### src/rtl/cluster_frame_collector.sv
// cluster_frame_collector
//   Gathers the clusters found by the priority encoder during one bunch-crossing
//   frame into MXCLUSTERS slots and publishes them as one registered word with
//   cluster count, overflow flag and pass tag.
//   Optional build macro: CLUSTER_FRAME_COLLECTOR_DEDUP_EN suppresses a valid
//   input equal to the most recently written slot of the same frame.
//   FRAME_LEN must be at least 2.
//
//   state   | meaning
//   --------+-----------------------------------------------------------
//   IDLE    | no open frame; inputs ignored until frame_in
//   COLLECT | frame open; fc_q is the in-frame index of the current cycle
module cluster_frame_collector #(
    parameter int MXKEYBITS  = 8,
    parameter int MXCNTB     = 3,
    parameter int MXCLUSTERS = 8,
    parameter int FRAME_LEN  = 8,
    parameter int MXNB       = 4
) (
    input  logic                                          clock,
    input  logic                                          reset_n,
    input  logic                                          frame_in,
    input  logic [2:0]                                    pass_in,
    input  logic                                          vpf_in,
    input  logic [MXCNTB-1:0]                             cnt_in,
    input  logic [MXKEYBITS-1:0]                          adr_in,
    output logic [MXCLUSTERS*(MXCNTB+MXKEYBITS)-1:0]      clusters_out,
    output logic [MXNB-1:0]                               nclusters_out,
    output logic                                          overflow_out,
    output logic [2:0]                                    tag_out,
    output logic                                          valid_out,
    output logic                                          busy_out
);

    localparam int W   = MXCNTB + MXKEYBITS;
    localparam int FCW = (FRAME_LEN > 2) ? $clog2(FRAME_LEN) : 1;
    localparam logic [W-1:0]    EMPTY     = {{MXCNTB{1'b0}}, {MXKEYBITS{1'b1}}};
    localparam logic [MXNB-1:0] WPTR_FULL = MXNB'(MXCLUSTERS);
    localparam logic [FCW-1:0]  FC_LAST   = FCW'(FRAME_LEN - 1);

    typedef enum logic {IDLE, COLLECT} state_t;

    state_t                           state_q, state_d;
    logic [FCW-1:0]                   fc_q, fc_d;
    logic [MXCLUSTERS-1:0][W-1:0]     buf_q, buf_d, base_buf;
    logic [MXNB-1:0]                  wptr_q, wptr_d, base_wptr;
    logic                             ovf_q, ovf_d, base_ovf;
    logic [2:0]                       tag_q, tag_d;

    logic [MXCLUSTERS-1:0][W-1:0]     obuf_q, pub_buf;
    logic [MXNB-1:0]                  on_q, pub_n;
    logic                             oovf_q, pub_ovf;
    logic [2:0]                       otag_q, pub_tag;
    logic                             valid_q;

    logic                             pub_en;
    logic                             pub_cur;
    logic                             sample_en;
    logic [W-1:0]                     word;
    logic                             dup;

`ifdef CLUSTER_FRAME_COLLECTOR_DEDUP_EN
    logic [W-1:0] last_q, last_d;
    logic         last_vld_q, last_vld_d;

    // Flag an input that repeats the last written slot; a frame open forgets it.
    always_comb begin
        dup = vpf_in && !frame_in && last_vld_q && ({cnt_in, adr_in} == last_q);
    end

    // Track the most recently written slot of the current frame.
    always_comb begin
        last_d     = last_q;
        last_vld_d = frame_in ? 1'b0 : last_vld_q;
        if (wptr_d != base_wptr) begin
            last_d     = word;
            last_vld_d = 1'b1;
        end
    end

    // Dedup comparison register.
    always_ff @(posedge clock or negedge reset_n) begin
        if (!reset_n) begin
            last_q     <= EMPTY;
            last_vld_q <= 1'b0;
        end else begin
            last_q     <= last_d;
            last_vld_q <= last_vld_d;
        end
    end
`else
    assign dup = 1'b0;
`endif

    // Next state, frame open/close and slot write; the frame-open cycle is also
    // the first sample of the new frame, so sampling is applied on top of the
    // (possibly cleared) base buffer.
    always_comb begin
        state_d   = state_q;
        fc_d      = fc_q;
        tag_d     = tag_q;
        base_buf  = buf_q;
        base_wptr = wptr_q;
        base_ovf  = ovf_q;
        pub_en    = 1'b0;
        pub_cur   = 1'b0;

        if (frame_in) begin
            pub_en    = (state_q == COLLECT);
            base_buf  = {MXCLUSTERS{EMPTY}};
            base_wptr = '0;
            base_ovf  = 1'b0;
            tag_d     = pass_in;
            fc_d      = FCW'(1);
            state_d   = COLLECT;
        end else if (state_q == COLLECT) begin
            if (fc_q == FC_LAST) begin
                // Last sampled cycle: publish including this cycle's sample.
                state_d = IDLE;
                pub_en  = 1'b1;
                pub_cur = 1'b1;
            end else begin
                fc_d = fc_q + FCW'(1);
            end
        end

        sample_en = frame_in || (state_q == COLLECT);
        word      = {cnt_in, adr_in};
        buf_d     = base_buf;
        wptr_d    = base_wptr;
        ovf_d     = base_ovf;

        if (sample_en && vpf_in && !dup) begin
            if (base_wptr < WPTR_FULL) begin
                for (int i = 0; i < MXCLUSTERS; i++) begin
                    if (base_wptr == MXNB'(i)) buf_d[i] = word;
                end
                wptr_d = base_wptr + MXNB'(1);
            end else begin
                ovf_d = 1'b1;
            end
        end

        // A back-to-back close publishes the old frame, a timeout the updated one.
        if (pub_cur) begin
            pub_buf = buf_d;
            pub_n   = wptr_d;
            pub_ovf = ovf_d;
        end else begin
            pub_buf = buf_q;
            pub_n   = wptr_q;
            pub_ovf = ovf_q;
        end
        pub_tag = tag_q;
    end

    // Frame state and collection buffer.
    always_ff @(posedge clock or negedge reset_n) begin
        if (!reset_n) begin
            state_q <= IDLE;
            fc_q    <= '0;
            buf_q   <= {MXCLUSTERS{EMPTY}};
            wptr_q  <= '0;
            ovf_q   <= 1'b0;
            tag_q   <= 3'b000;
        end else begin
            state_q <= state_d;
            fc_q    <= fc_d;
            buf_q   <= buf_d;
            wptr_q  <= wptr_d;
            ovf_q   <= ovf_d;
            tag_q   <= tag_d;
        end
    end

    // Published frame registers; held between publishes.
    always_ff @(posedge clock or negedge reset_n) begin
        if (!reset_n) begin
            obuf_q  <= {MXCLUSTERS{EMPTY}};
            on_q    <= '0;
            oovf_q  <= 1'b0;
            otag_q  <= 3'b000;
            valid_q <= 1'b0;
        end else begin
            valid_q <= pub_en;
            if (pub_en) begin
                obuf_q <= pub_buf;
                on_q   <= pub_n;
                oovf_q <= pub_ovf;
                otag_q <= pub_tag;
            end
        end
    end

    assign clusters_out  = obuf_q;
    assign nclusters_out = on_q;
    assign overflow_out  = oovf_q;
    assign tag_out       = otag_q;
    assign valid_out     = valid_q;
    assign busy_out      = (state_q == COLLECT);

endmodule

### config.mk
export PLATFORM = sky130hd
export DESIGN_NAME = cluster_frame_collector
export DESIGN_NICKNAME = d
export VERILOG_FILES = /design/src/rtl/cluster_frame_collector.sv
export SDC_FILE = /design/constraint.sdc
export NUM_CORES = 1
export LEC_CHECK = 0
export CORE_MARGIN = 5
export CORE_UTILIZATION = 55
export CTS_CLUSTER_DIAMETER = 80
export DETAILED_ROUTE_END_ITERATION = 6
export GPL_TIMING_DRIVEN = 0
export PLACE_DENSITY = 0.83
export SYNTH_ARGS = -nofsm -noshare
export SYNTH_HDL_FRONTEND = slang
export SYNTH_SLANG_ARGS = --single-unit
### constraint.sdc
create_clock -name clock -period 2.13 [get_ports clock]
set_input_delay 0.639 -clock clock [delete_from_list [all_inputs] [get_ports clock]]
set_output_delay 0.639 -clock clock [all_outputs]
set_load 0.05 [all_outputs]
==> flow_summary.html <==
<table>
<tr><th>Metric</th><th>Value</th></tr>
<tr><th colspan="2">Final layout</th></tr>
<tr><td>Final design utilization</td><td>68.3%</td></tr>
<tr><td>Antenna diode instance count</td><td>0</td></tr>
<tr><td>Most frequent cells in the layout</td><td>128 x sky130_fd_sc_hd__dfstp_2, 105 x sky130_fd_sc_hd__nor2_1, 69 x sky130_fd_sc_hd__dfrtp_1</td></tr>
<tr><td>Commonest non-fill, non-tap cell in the layout</td><td>sky130_fd_sc_hd__dfstp_2</td></tr>
<tr><td>Fillers</td><td>1,235</td></tr>
<tr><td>Number of nets in the final layout</td><td>1,006</td></tr>
<tr><td>Register Area</td><td>5090 um2</td></tr>
<tr><td>Layout area overhead</td><td>22.9%</td></tr>
<tr><td>Layout cell share with drive strength beyond 1</td><td>34.5%</td></tr>
<tr><td>Multi-input combinational cell area</td><td>3460 um2</td></tr>
<tr><th colspan="2">Floorplanning</th></tr>
<tr><td>Total I/O pin count</td><td>116</td></tr>
<tr><td>Initial core utilization</td><td>55.6%</td></tr>
<tr><td>Core Region</td><td>16,400 um2</td></tr>
<tr><td>Cell row count</td><td>47</td></tr>
<tr><td>Height of the die</td><td>139 um</td></tr>
<tr><td>Width of the chip</td><td>139 um</td></tr>
<tr><td>Die Area</td><td>19,300 um2</td></tr>
<tr><th colspan="2">Timing</th></tr>
<tr><td>Worst-case setup margin in the final layout</td><td>0.0154 ns</td></tr>
<tr><td>Relative slew slack</td><td>52.9%</td></tr>
<tr><td>Worst clock skew</td><td>0.0120 ns</td></tr>
<tr><td>Transition time of the tightest slew-check pin</td><td>0.706 ns</td></tr>
<tr><td>Final setup violation count</td><td>0</td></tr>
<tr><td>Number of pins exceeding their max-slew limit in the final report</td><td>0</td></tr>
<tr><td>Final hold viol count</td><td>0</td></tr>
<tr><td>Unrepaired setup endpoints after global routing</td><td>false</td></tr>
<tr><td>Maximum clock frequency</td><td>0.473 GHz</td></tr>
<tr><td>Final hold slack</td><td>0.148 ns</td></tr>
<tr><td>Final period utilization</td><td>99.3%</td></tr>
<tr><td>Clock period minus final worst setup slack</td><td>2.11 ns</td></tr>
<tr><th colspan="2">Clock network</th></tr>
<tr><td>Root buffer cell</td><td>sky130_fd_sc_hd__clkbuf_16</td></tr>
<tr><td>Post-CTS Hold Fix Bufs</td><td>0</td></tr>
<tr><td>Clock slew at reported path FFs</td><td>0.08 ns</td></tr>
<tr><td>Clock latency at the later pin of the worst-skew pair</td><td>0.44 ns</td></tr>
<tr><td>Clock sink count</td><td>197</td></tr>
<tr><td>Total number of H-tree levels</td><td>4</td></tr>
<tr><td>CTS tree</td><td>yes</td></tr>
<tr><td>TritonCTS Buffers</td><td>17</td></tr>
<tr><td>Clock Tree Buf Depth</td><td>2</td></tr>
<tr><th colspan="2">Drt</th></tr>
<tr><td>Post-route ant nets</td><td>0</td></tr>
<tr><td>Count of routing violations after the opening detailed-route iteration</td><td>657</td></tr>
<tr><td>Via count of the routed design</td><td>7,269</td></tr>
<tr><td>Number of remaining DRC errors</td><td>0</td></tr>
<tr><td>Drt first pass iters</td><td>6</td></tr>
<tr><td>Final routed wirelength across all metal layers</td><td>25,400 um</td></tr>
<tr><td>Drt wl/cell</td><td>20.9 um</td></tr>
<tr><td>Routed vias/inst</td><td>5.96</td></tr>
<tr><th colspan="2">Yosys</th></tr>
<tr><td>Number of flip-flops and latches in the synthesized netlist</td><td>197</td></tr>
<tr><td>Fraction of post-synthesis cell area in the top cell type by area</td><td>36.9%</td></tr>
<tr><td>Count of cell types in the netlist</td><td>64</td></tr>
<tr><td>Total standard cell area after synthesis</td><td>9120 um2</td></tr>
<tr><td>Area contributors post-synth</td><td>sky130_fd_sc_hd__dfstp_2 37%, sky130_fd_sc_hd__dfrtp_1 19%, sky130_fd_sc_hd__mux2_2 5.6%</td></tr>
<tr><td>Fraction of synthesis flops using an asynchronous set or reset pin</td><td>100%</td></tr>
<tr><td>Mapped Nets</td><td>873</td></tr>
<tr><td>Avg Cell Area, Syn</td><td>10.7 um2</td></tr>
<tr><td>Number of instances in the synthesized netlist</td><td>853</td></tr>
<tr><td>Count of flip-flops with a built-in enable after synthesis</td><td>0</td></tr>
<tr><td>Most used DFF post-synth</td><td>sky130_fd_sc_hd__dfstp_2</td></tr>
<tr><td>Top cell type by total area after synthesis</td><td>sky130_fd_sc_hd__dfstp_2</td></tr>
<tr><td>Sequential area share after synthesis</td><td>55.8%</td></tr>
<tr><td>Number of warnings reported in the yosys synthesis log</td><td>0</td></tr>
<tr><th colspan="2">Global route</th></tr>
<tr><td>Grt total ovfl</td><td>0</td></tr>
<tr><td>Largest net degree at the start of global routing</td><td>132</td></tr>
<tr><td>Vias in the first global route</td><td>7,564</td></tr>
<tr><td>Number of antenna violations at the first check in global routing</td><td>0</td></tr>
<tr><td>Overall fraction of global-route tracks in use</td><td>26.4%</td></tr>
<tr><td>Global-route wire length before repair</td><td>40,400 um</td></tr>
<tr><th colspan="2">Pwr</th></tr>
<tr><td>Max IR drop VDD</td><td>0.000652 V</td></tr>
<tr><td>Power density over the cells</td><td>1040 nW/um2</td></tr>
<tr><td>Leakage power figure</td><td>4.93 nW</td></tr>
<tr><th colspan="2">Setup path</th></tr>
<tr><td>Data required time at the worst endpoint</td><td>1.49 ns</td></tr>
<tr><td>R2R depth</td><td>9</td></tr>
<tr><td>Worst flop-to-flop path startpoint</td><td>fc_q[0]$_DFFE_PN0P_</td></tr>
<tr><td>CP top delay family</td><td>flip-flops</td></tr>
<tr><td>Path type of the worst setup path</td><td>reg -&gt; out</td></tr>
<tr><td>Endpoint type of the worst setup path</td><td>output pin</td></tr>
<tr><td>Crit path largest cell delay</td><td>0.54 ns</td></tr>
<tr><td>Max Fanout on Critical Path</td><td>2</td></tr>
<tr><td>Critical path data arrival time</td><td>1.48 ns</td></tr>
<tr><td>Critical Path Slowest Stage Cell</td><td>sky130_fd_sc_hd__dfstp_2</td></tr>
<tr><td>Setup slack of the most critical reg-to-reg path</td><td>0.12 ns</td></tr>
<tr><td>Cells along the critical path</td><td>clkdlybuf4s15_1</td></tr>
<tr><td>Category of the worst setup path launch point</td><td>flip-flop</td></tr>
<tr><td>Capture instance of the worst register-to-register path</td><td>clusters_out[78]$_DFFE_PN1P_</td></tr>
<tr><td>Critical path buffers and inverters</td><td>1</td></tr>
<tr><th colspan="2">Flow run</th></tr>
<tr><td>Max cap viols</td><td>0</td></tr>
<tr><th colspan="2">Outcome</th></tr>
<tr><td>Status</td><td>finished, final reports clean</td></tr>
<tr><th colspan="2">Place</th></tr>
<tr><td>Place WS</td><td>-0.720 ns</td></tr>
<tr><td>Half-perimeter wire length of the detailed placement result</td><td>17,100 um</td></tr>
<tr><td>Port-buffer cells</td><td>111</td></tr>
<tr><td>RD Place Congestion</td><td>0.944</td></tr>
<tr><th colspan="2">Hold path</th></tr>
<tr><td>HP Class</td><td>in -&gt; async</td></tr>
</table>
==> routing by layer <==
metal  share of wire (%)  up-vias  track usage, %
li1                    -     3246               -
met1                  40     3613            34.7
met2                  49      337            42.9
met3                 7.6       73            5.07
met4                 3.7        0            11.6
met5                   0        -               0
==> final cells by class <==
type                            instances  share of cell area [%]
Buffer                                 71                    3.98
Clock inverter                         10                    1.44
Timing Repair Buffer                  114                    9.43
Multi-Input combinational cell        531                    30.8
Inverter                               54                    1.83
Sequential cell                       197                    45.4
Clock buffer                           22                    4.62
Tap cell                              220                    2.46
==> Yosys cell counts, types with 2 or more instances <==
library cell and count:
sky130_fd_sc_hd__a211oi_1 19, sky130_fd_sc_hd__a21o_1 4, sky130_fd_sc_hd__a21oi_1 37, sky130_fd_sc_hd__a22o_1 4, sky130_fd_sc_hd__a22oi_1 27, sky130_fd_sc_hd__a41oi_1 2, sky130_fd_sc_hd__and2_1 2, sky130_fd_sc_hd__and3_1 2
sky130_fd_sc_hd__and4_1 2, sky130_fd_sc_hd__buf_1 6, sky130_fd_sc_hd__buf_2 25, sky130_fd_sc_hd__buf_4 8, sky130_fd_sc_hd__buf_6 8, sky130_fd_sc_hd__clkbuf_1 24, sky130_fd_sc_hd__dfrtp_1 69, sky130_fd_sc_hd__dfstp_2 128
sky130_fd_sc_hd__ha_1 2, sky130_fd_sc_hd__inv_1 53, sky130_fd_sc_hd__mux2_2 45, sky130_fd_sc_hd__mux2_4 4, sky130_fd_sc_hd__mux2i_1 21, sky130_fd_sc_hd__nand2_1 55, sky130_fd_sc_hd__nand3_1 19, sky130_fd_sc_hd__nand4_1 6
sky130_fd_sc_hd__nor2_1 106, sky130_fd_sc_hd__nor2b_1 17, sky130_fd_sc_hd__nor3_1 7, sky130_fd_sc_hd__nor4_1 4, sky130_fd_sc_hd__o21a_1 21, sky130_fd_sc_hd__o21ai_0 32, sky130_fd_sc_hd__o221a_2 8, sky130_fd_sc_hd__o22a_1 4
sky130_fd_sc_hd__o22ai_1 38, sky130_fd_sc_hd__o32a_1 4, sky130_fd_sc_hd__or2_2 6, sky130_fd_sc_hd__or3_1 5, sky130_fd_sc_hd__xor2_1 2
==> registers in the layout, indices dropped and copies added, names as in the netlist <==
| name | count |
|---|---|
| pub_tag | 3 |
| clusters_out | 88 |
| buf_q | 88 |
| overflow_out | 1 |
| fc_q | 3 |
| nclusters_out | 4 |
| wptr_q | 4 |
| valid_out | 1 |
| ovf_q | 1 |
| busy_out | 1 |
| tag_out | 3 |
==> timing repair <==
action / in CTS / in global routing
setup endpoints to repair: 204 / 90
pin swaps: 1 / 1
resized for setup: 212 / 44
setup buffers: 1 / 1
hold endpoints to repair: 0 / 0
==> how the worst max path moves through the flow <==
stage / start / to / slack, ns / cells past startpoint
2_1_floorplan: busy_out$_DFF_PN0_ / clusters_out[81]$_DFFE_PN1P_ / 0.14 / 7
3_3_place_gp: reset_n / pub_tag[1]$_DFFE_PN0P_ / -7.42 / 1
3_5_place_dp: frame_in / clusters_out[60]$_DFFE_PN1P_ / -0.72 / 9
4_1_cts: clusters_out[28]$_DFFE_PN1P_ / clusters_out[28] / 0.0008 / 1
5_1_grt: clusters_out[11]$_DFFE_PN1P_ / clusters_out[11] / 0.0003 / 1
6_report: clusters_out[11]$_DFFE_PN1P_ / clusters_out[11] / 0.02 / 1
==> cells by family after synthesis <==
family / Yosys count / synth area share (%)
simple gates: 245 / 12.9
compound gates: 210 / 15.6
flops: 197 / 55.8
buf+inv: 125 / 6.48
mux: 71 / 8.64
xor+xnor: 3 / 0.288
fa+ha+maj: 2 / 0.274
==> per-stage QoR <==
stage	setup TNS (ns)	cell area [um2]	total power, mW	cells
floorplan	0	9120	6.94	853
global placement	-1239.85	10500	8.07	1184
detailed placement	-90.56	10500	8.14	1185
CTS	0	11300	11.6	1218
global route	0	11200	12.0	1219
finish	0	11200	11.6	1219
==> where the power goes <==
part	internal, mW	switching (mW)
Clock	2.22	1.44
Combinational	0.977	2.30
Sequential	4.36	0.318
Total	7.55	4.06
No activity file was read; power rests on OpenSTA's default activity.
